File: src/rtl/clk_phase_gen.sv
// Multi-channel clock-enable generator: per-channel divide ratio and strobe phase,
// with shadowed configs applied at period boundaries, global hold and resync.
module clk_phase_gen #(
   parameter int NCH       = 4,
   parameter int CNT_W     = 8,
   parameter int RESET_DIV = 3,
   parameter int CH_W      = 2
) (
   input  logic             clock,
   input  logic             reset,
   input  logic             enable,
   input  logic             resync,
   input  logic             cfg_we,
   input  logic [CH_W-1:0]  cfg_ch,
   input  logic [CNT_W-1:0] cfg_div,
   input  logic [CNT_W-1:0] cfg_phase,
   output logic [NCH-1:0]   strobe,
   output logic [NCH-1:0]   level,
   output logic [NCH-1:0]   cfg_pending
);

   // Phase beyond the period is clamped once here, shared by every channel.
   logic [CNT_W-1:0] wr_phase;
   assign wr_phase = (cfg_phase > cfg_div) ? cfg_div : cfg_phase;

   for (genvar i = 0; i < NCH; i++) begin : g_ch
      logic [CNT_W-1:0] cnt;
      logic [CNT_W-1:0] div;
      logic [CNT_W-1:0] phase;
      logic [CNT_W-1:0] shadow_div;
      logic [CNT_W-1:0] shadow_phase;
      logic             pend;
      logic             strobe_r;
      logic             level_r;
      logic             hit;
      logic             at_end;
      logic             take;
      logic             load;
      logic [CNT_W-1:0] src_div;
      logic [CNT_W-1:0] src_phase;
      logic [CNT_W:0]   level_lim;

      assign hit       = cfg_we && (cfg_ch == CH_W'(i));
      assign at_end    = enable && (cnt == div);
      // take: cycles that restart the counter; a same-cycle write bypasses the shadow.
      assign take      = resync || at_end || (!enable && pend);
      assign load      = take && (hit || pend);
      assign src_div   = hit ? cfg_div  : shadow_div;
      assign src_phase = hit ? wr_phase : shadow_phase;
      assign level_lim = ({1'b0, div} + (CNT_W+1)'(2)) >> 1;

      always_ff @(posedge clock) begin
         if (!reset) begin
            cnt          <= '0;
            div          <= CNT_W'(RESET_DIV);
            phase        <= '0;
            shadow_div   <= '0;
            shadow_phase <= '0;
            pend         <= 1'b0;
            strobe_r     <= 1'b0;
            level_r      <= 1'b0;
         end else begin
            strobe_r <= !resync && enable && (cnt == phase);
            if (resync) begin
               level_r <= 1'b0;
            end else if (enable) begin
               level_r <= ({1'b0, cnt} < level_lim);
            end
            if (take) begin
               cnt  <= '0;
               pend <= 1'b0;
               if (load) begin
                  div   <= src_div;
                  phase <= src_phase;
               end
            end else begin
               // cnt != div here, so the increment cannot overflow.
               if (enable) begin
                  cnt <= cnt + CNT_W'(1);
               end
               if (hit) begin
                  shadow_div   <= cfg_div;
                  shadow_phase <= wr_phase;
                  pend         <= 1'b1;
               end
            end
         end
      end

      assign strobe[i]      = strobe_r;
      assign level[i]       = level_r;
      assign cfg_pending[i] = pend;
   end

endmodule

File: config.mk
export PLATFORM = sky130hd
export DESIGN_NAME = clk_phase_gen
export DESIGN_NICKNAME = d
export VERILOG_FILES = /design/src/rtl/clk_phase_gen.sv
export SDC_FILE = /design/constraint.sdc
export NUM_CORES = 1
export LEC_CHECK = 0
export ABC_AREA = 1
export CAP_MARGIN = 20
export CORE_ASPECT_RATIO = 0.5
export CORE_UTILIZATION = 30
export CTS_BUF_LIST = sky130_fd_sc_hd__clkbuf_16
export CTS_CLUSTER_DIAMETER = 60
export DETAILED_ROUTE_END_ITERATION = 12
export HOLD_SLACK_MARGIN = 0.15
export PLACE_DENSITY_LB_ADDON = 0.05
export SKIP_LAST_GASP = 1
export SYNTH_ARGS = -nofsm -noshare
export SYNTH_HDL_FRONTEND = slang
export SYNTH_SLANG_ARGS = --single-unit
File: constraint.sdc
create_clock -name clock -period 2.22 [get_ports clock]
set_input_delay 0.444 -clock clock [delete_from_list [all_inputs] [get_ports clock]]
set_output_delay 0.444 -clock clock [all_outputs]
set_load 0.05 [all_outputs]
==> Word level (Yosys, flattened, before mapping) <==
Cells that the tools add are included.
{ "classes": {"n_addsub": 8, "n_lt_le_gt_ge": 5, "eq_ne": 11, "muxes": 9, "n_bitwise": 1, "n_reduce_logical": 45} }
{ "ops": {"columns": ["op", "count"], "rows": [
  ["$mux 8", 9],
  ["$eq 8x8->1", 8],
  ["$add 8x2->9 const B", 4],
  ["$add 8x1->8 const B", 4],
  ["$lt 8x8->1", 4],
  ["$logic_and 1x1->1", 21],
  ["$logic_or 1x1->1", 12],
  ["$reduce_or 2->1", 5],
  ["$gt 8x8->1", 1],
  ["$reduce_and 2->1", 4],
  ["$eq 2x2->1 const B", 2],
  ["$eq 2x1->1 const B", 1],
  ["$logic_not 1->1", 2],
  ["$logic_not 2->1", 1],
  ["$not 1->1", 1]
]} }
{ "totals": {"regBits": 172, "inputBits": 23, "output_inout_bits": 12, "elab_cells": 111} }

==> Logic depth before layout (Yosys ltp) <==
Gate-level depths: netlist (run 1).
{ "depth": {"depth_word": 6, "ltp_mapped": 15, "ltp_nobuf": 15} }

==> Worst setup path before layout (run 1) <==
OpenSTA, ideal clock, no wires.
{ "synth_timing": {"path_type": "input port to flip-flop", "from": "in cfg_div[7]", "to": "reg g_ch[0].phase[5]", "setup_ps": 109, "t_arrival_ps": 1763, "required_time_ps": 2111, "setup_slack_ps": 348, "stages": 11, "n_path_buf": 0, "path_cell_list": "inv_1 -> ha_1 -> nand2_1 -> nor2_1 -> nand4_2 -> nand2_1 -> nand2_1 -> nand3_1 -> nand3_1 -> nand2_1 -> inv_1"} }
{ "synth_between": {"elab_chain_len": 3} }
{ "synth_rtl": {"columns": ["element", "line", "rtl"], "rows": [
  ["start: declaration", "15", "input logic [CNT_W-1:0] cfg_div,"],
  ["$gt 8x8->1", "24", "assign wr_phase = (cfg_phase > cfg_div) ? cfg_div : cfg_phase;"],
  ["$mux 8", "24", null],
  ["$mux 8", null, null],
  ["end signal: assignment", "74", "phase <= src_phase;"],
  ["end: declaration", "29", "logic [CNT_W-1:0] phase;"]
]} }
No other way between the ends.
A chain may end at the register's enable or synchronous reset.

==> Worst setup path after layout (run 1) <==
{ "layout_timing": {"from": "in cfg_div[7]", "to": "reg g_ch[0].phase[4]"} }
The elaborated chain is that of the path after synthesis.

==> run metrics, run 1 <==
power per cell area 627 mW/mm2; Bufs on Longest Clock Path 2; routed len/inst 15.3 um; logic gate share of total power 0.168; vias in the first global route 8,536; Main synth FF type dfxtp_1; CTS Hold Bufs 0; fmax 466 MHz; Max Clock Skew 0.00626 ns; post-synthesis simple-gate area fraction 0.307; Non-Filler Instances 1,978; critical path depth 14; fraction of the mapped netlist area in adder cells 0.0570; XOR/XNOR share of the synthesized area 0.0508; WHS Path Cells 2; Die Height 129 um; layout cells sized above 1 0.135; number of antenna violations at the first check in global routing 2; Bufs and invs on worst path 5; post-synthesis mux area share 0; RSZ-0062 raised after global routing true; CP arrival 2.50 ns; die area 0.0330 mm2; largest family of logic cells by synthesized area simple AND/OR/NAND/NOR gates; routability cong. 0.807; hold wc startpoint g_ch[3].level_r; pin count of the biggest net entering global routing 65; Cell Area, Synth 0.00966 mm2; Die W 256 um; Slowest-stage cell, CP clkdlybuf4s50_1; placed insts 1,947; Initial Utilization 0.305; FP Rows 46; Sink Count 172; worst vdd ir 0.468 mV; switching share of power 0.291; cell count of the worst reg-to-reg path 10; vias 9,004; Antenna Nets Post-Route 0; CTS Buf Count 17; area occupied by multi-input gates 0.00519 mm2; dpl cell area 0.0112 mm2; Fillers 3,437; Syn-to-layout area delta 22.4%; Critical Path End Type flop; CP Cell Sequence clkdlybuf4s50_1, inv_2, ha_4, nand2_1, nor2_1, buf_4, nand2_1, nand2_2, buf_12, nand3_1, nand3_1, nand3_1, nand2_1, inv_1; Syn Inst Count 1,420; sequential fraction of the synthesis area 0.356; NetSw 2.16 mW; Ports 35; # setup viols final 0; Critical Path Fanout Max 8; Min-Delay Endpoint g_ch[3].level_r; DRC Markers 0; IO Port Bufs 34; H-tree depth 4; P_int 5.26 mW; count leader, synth nand2_1; Worst Hold Class flop to flop; reg-to-reg slack, setup 0.15 ns; leading post-synthesis cells by cell area dfxtp_1, nand2_1, nor2_1; CP delay by family, top simple AND/OR/NAND/NOR gates; Worst-Margin Slew 0.743 ns; outcome finished, final reports clean; count of cell types in the netlist 38; Slew Limit Fails 0; RR Endpoint g_ch[2].level_r; Hold Vio Cnt, Final 0; critical path type primary input to flop; R2R Path Start g_ch[2].div[1]; Via density 4.55; crit share post-route 0.967; Period minus WS final 2.15 ns; post-synthesis register bit count 172; Sum Neg Setup Slack 0 ns; Tot Pwr 7.42 mW; final WL 30,200 um; critical path's largest stage delay 0.47 ns; CP required 2.58 ns; Post-synth top cells nand2_1, nor2_1, inv_1, dfxtp_1, nand3_1; Slew headroom 0.505; Finished Core Util 0.374; Initial DRT Pass Iterations 4; critical path startpoint category primary input; Worst-path clk slew 0.07 ns; Clk pwr share 0.378; number of DRC markers in iteration 0 554; max cap viols 0; area fraction in compound gates after synthesis 0.112; Clk Latency, worst-skew pair 0.45 ns; Avg Inst Size Synth 6.80 um2; cell taking the most area after synthesis dfxtp_1; Post-Syn Nets 1,487; All-Layer GR Usage 0.190; DPL Wire Length 22,400 um; CTS tree done; P_leak 5.53 nW; ys async rst share 0; Reg area 0.00345 mm2; global-route wire length before repair 47,900 um; root buf cell clkbuf_16; Congestion Overflow GR 0; antenna cells 0; EDFF count, synth 0; final instance area 0.0118 mm2; layout net count 1,601; Yosys warning count 0; Seq pwr share 0.453; Core Region 0.0317 mm2; top cell type's share of synthesized area 0.356
[power by group through the flow]
stage,registers [mW],clock network [mW],logic [mW]
2_1_floorplan,3.40,0,0.785
3_3_place_gp,3.43,0,1.23
3_5_place_dp,3.43,0,1.24
4_1_cts,3.36,2.90,1.24
5_1_grt,3.38,3.02,1.42
6_report,3.36,2.81,1.25
[layout make-up]
class | count | area share
repair buffers | 150 | 0.115
clock inverters | 14 | 0.00751
multi-input cells | 989 | 0.439
well taps | 432 | 0.0457
flip-flops and latches | 172 | 0.292
inverters | 204 | 0.0658
clock buffers | 17 | 0.0360
[metal layers]
metal	part of all wire	GRT usage
met2	0.43	0.296
met1	0.53	0.267
met4	0.016	0.0613
met3	0.026	0.0315
met5	0	0
[worst register-to-register path: cells and delay by family (launching register included)]
kind,cells,cell delay (ns)
AO/OA/AOI/OAI,3,0.52
AND/OR/NAND/NOR,4,0.57
buffers and inverters,1,0.08
XOR/XNOR,1,0.17
adder cells (fa/ha/maj),1,0.30
flip-flops,1,0.37
[logic make-up after synthesis]
group,count (synthesis)
xor+xnor,56
buf+inv,259
compound gates,194
fa+ha+maj,44
simple gates,695
flops,172
[what timing repair did]
action                                  4_1_cts  5_1_grt
pin swaps                                     0        2
gates resized for setup                       1       22
setup buffers                                 0        0
endpoints found under the setup margin        4       31
[sequential cells by signal, summed over array words and instances (netlist names)]
signal / flops
g_ch.shadow_div: 32
g_ch.shadow_phase: 32
g_ch.level_r: 4
g_ch.pend: 4
g_ch.div: 32
g_ch.strobe_r: 4
g_ch.phase: 32
g_ch.cnt: 32
[metrics by stage]
stage | hold WS (ns) | setup WS [ns]
6_report | 0.467 | 0.0742
4_1_cts | 0.472 | 0.0121
3_5_place_dp | 0.461 | -0.514
2_1_floorplan | 0.443 | 0.348
3_3_place_gp | 0.460 | -0.533
5_1_grt | 0.491 | -0.0463
[worst max-delay path by stage]
| stage | start | to | slack (ns) |
|---|---|---|---|
| final | cfg_div[7] | g_ch[0].phase[4] | 0.07 |
| after global placement | cfg_div[7] | g_ch[1].phase[0] | -0.53 |
| after floorplan | cfg_div[7] | g_ch[0].phase[5] | 0.35 |
| after CTS | g_ch[2].div[1] | g_ch[2].level_r | 0.01 |
| after detailed placement | cfg_div[7] | g_ch[1].phase[0] | -0.51 |
| after global routing | g_ch[2].div[1] | g_ch[2].level_r | -0.05 |
[cells in the final DEF (no fill, tap or decap), drive strengths merged]
master,n
xor2,40
o2111ai,1
clkdlybuf4s50,33
clkbuf,17
nor2,241
o22ai,10
nor4,1
clkinv,12
o21ai,97
a221oi,10
bufinv,1
xnor2,16
a21o,1
ha,44
a211oi,5
nand2,268
nand3b,2
nand3,160
nor3b,4
and3,3
or2,1
nor3,9
nand4,6
inv,205
dfxtp,172
buf,117
a21oi,70
Note: power is estimated with default switching activity, not from simulation.
==> run 2: changes to the inputs <==
--- a/config.mk
+++ b/config.mk
@@ -7,6 +7,8 @@
 export LEC_CHECK = 0
 export ABC_AREA = 1
 export CAP_MARGIN = 20
+export CELL_PAD_IN_SITES_DETAIL_PLACEMENT = 0
+export CELL_PAD_IN_SITES_GLOBAL_PLACEMENT = 2
 export CORE_ASPECT_RATIO = 0.5
 export CORE_UTILIZATION = 30
 export CTS_BUF_LIST = sky130_fd_sc_hd__clkbuf_16
==> run metrics, run 2 (synthesis results as in run 1) <==
outcome finished, final reports clean; DRC Markers 0 (unchanged); Via density 4.57 (+0.50%); All-Layer GR Usage 0.198 (+0.00792); IO Port Bufs 34 (unchanged); Worst-path clk slew 0.06 ns (about the same); max cap viols 0 (unchanged); H-tree depth 4 (unchanged); Initial Utilization 0.305 (unchanged); Tot Pwr 8.01 mW (+8.0%); CTS Buf Count 17 (unchanged); most frequent cells in the layout nand2_1, nor2_1, inv_1, dfxtp_1, nand3_1; routability cong. 0.806 (about the same); vias 9,044 (+0.44%); root buf cell clkbuf_16; Initial DRT Pass Iterations 5 (+1); Antenna Nets Post-Route 0 (unchanged); fmax 464 MHz (-0.51%); critical path startpoint category primary input; Core Region 0.0317 mm2 (unchanged); vias in the first global route 8,380 (-1.8%); Period minus WS final 2.16 ns (+0.0110 ns); crit share post-route 0.972 (+0.00496); Worst-Margin Slew 0.559 ns (-0.184 ns); Min Hold Slack 0.462 ns (-0.00492 ns); CP required 2.61 ns (+0.03 ns); # setup viols final 0 (unchanged); Post-CTS Setup Bufs 0 (unchanged); Syn-to-layout area delta 23.6%; Bufs on Longest Clock Path 2 (unchanged); layout cells sized above 1 0.137 (+0.00203); worst vdd ir 0.491 mV (+5.0%); FP Rows 46 (unchanged); Hold Vio Cnt, Final 0 (unchanged); Reg area 0.00345 mm2 (unchanged); Fillers 3,389 (-1.4%); Critical Path Fanout Max 3 (-5); Max Clock Skew 0.0127 ns (+0.00643 ns); reg-to-reg slack, setup 0.19 ns (+0.04 ns); CTS tree done; Clk Latency, worst-skew pair 0.45 ns (about the same); Ports 35 (unchanged); CTS Hold Bufs 0 (unchanged); CP arrival 2.55 ns (+0.05 ns); die area 0.0330 mm2 (unchanged); critical path type primary input to flop; number of antenna violations at the first check in global routing 3 (+1); Worst Hold Class flop to flop; Congestion Overflow GR 0 (unchanged); area occupied by multi-input gates 0.00518 mm2 (-0.22%); global-route wire length before repair 49,300 um (+3.0%); Sink Count 172 (unchanged); Die Height 129 um (unchanged); commonest non-fill, non-tap cell in the layout nand2_1; DPL Wire Length 23,300 um (+4.2%); power per cell area 670 mW/mm2 (+6.9%); number of DRC markers in iteration 0 580 (+4.7%); antenna cells 0 (unchanged); Slew Limit Fails 0 (unchanged); RSZ-0062 raised after global routing true; pin count of the biggest net entering global routing 72 (+11%); Slew headroom 0.624 (+0.119); layout net count 1,599 (-0.12%); Die W 256 um (unchanged); Critical Path End Type flop; routed len/inst 16.1 um (+5.3%); P_leak 5.56 nW (+0.67%); final WL 31,800 um (+5.3%)
-- run 2: critical path, cell delays in order --
cell and delay (ns):
clkdlybuf4s50_1 0.43, buf_4 0.17, or2_2 0.30, nor2_1 0.22, buf_4 0.20, nand2_1 0.06
nor4_1 0.52, buf_4 0.20
-- run 2: layout make-up --
type / count / share of cell area
Sequential cell: 172 / 0.289
Multi-Input combinational cell: 989 / 0.433
Tap cell: 432 / 0.0452
Clock inverter: 15 / 0.0185
Timing Repair Buffer: 148 / 0.113
Clock buffer: 17 / 0.0356
Inverter: 204 / 0.0654
-- run 2: metal layers --
layer,up-vias,GRT usage,share of wire
met5,-,0,0.00028
met4,2,0.0518,0.014
met3,22,0.0345,0.025
met2,101,0.302,0.42
met1,4159,0.286,0.54
li1,4760,-,-
-- run 2: power by group --
| part | switching [mW] | internal, mW |
|---|---|---|
| registers | 0.112 | 3.25 |
| logic | 0.759 | 0.501 |
| clock network | 1.39 | 2.00 |
| total | 2.26 | 5.75 |
-- run 2: worst paths after layout --
path	cells after the start	startpoint	to
worst min register to register	2	g_ch[2].level_r	g_ch[2].level_r
worst max register to register	10	g_ch[1].div[2]	g_ch[1].level_r
worst min-delay path	2	g_ch[2].level_r	g_ch[2].level_r
worst max-delay path	8	resync	g_ch[2].strobe_r
-- run 2: stage by stage --
step | std cells | instance area (um2) | util | setup TNS (ns) | setup WS (ns)
finish | 1977 | 11900 | 0.377 | 0 | 0.0632
global route | 1977 | 11900 | 0.377 | -0.0499 | -0.0478
CTS | 1977 | 11900 | 0.375 | 0 | 0.0279
detailed placement | 1945 | 11200 | 0.354 | -30.67 | -0.437
global placement | 1945 | 11200 | 0.354 | -28.94 | -0.412
floorplan | 1420 | 9660 | - | 0 | 0.348
-- run 2: timing repair --
action / 4_1_cts / 5_1_grt
endpoints found under the setup margin: 1 / 60
resized for setup: 1 / 22
pin swaps: 0 / 2
==> run 3: changes to the inputs <==
--- a/config.mk
+++ b/config.mk
@@ -14,6 +14,7 @@
 export CTS_BUF_LIST = sky130_fd_sc_hd__clkbuf_16
 export CTS_CLUSTER_DIAMETER = 60
 export DETAILED_ROUTE_END_ITERATION = 12
+export GPL_ROUTABILITY_DRIVEN = 0
 export HOLD_SLACK_MARGIN = 0.15
 export PLACE_DENSITY_LB_ADDON = 0.05
 export SKIP_LAST_GASP = 1
==> results of run 3 <==
Final layout, timing and power as in run 2 (identical DEF).
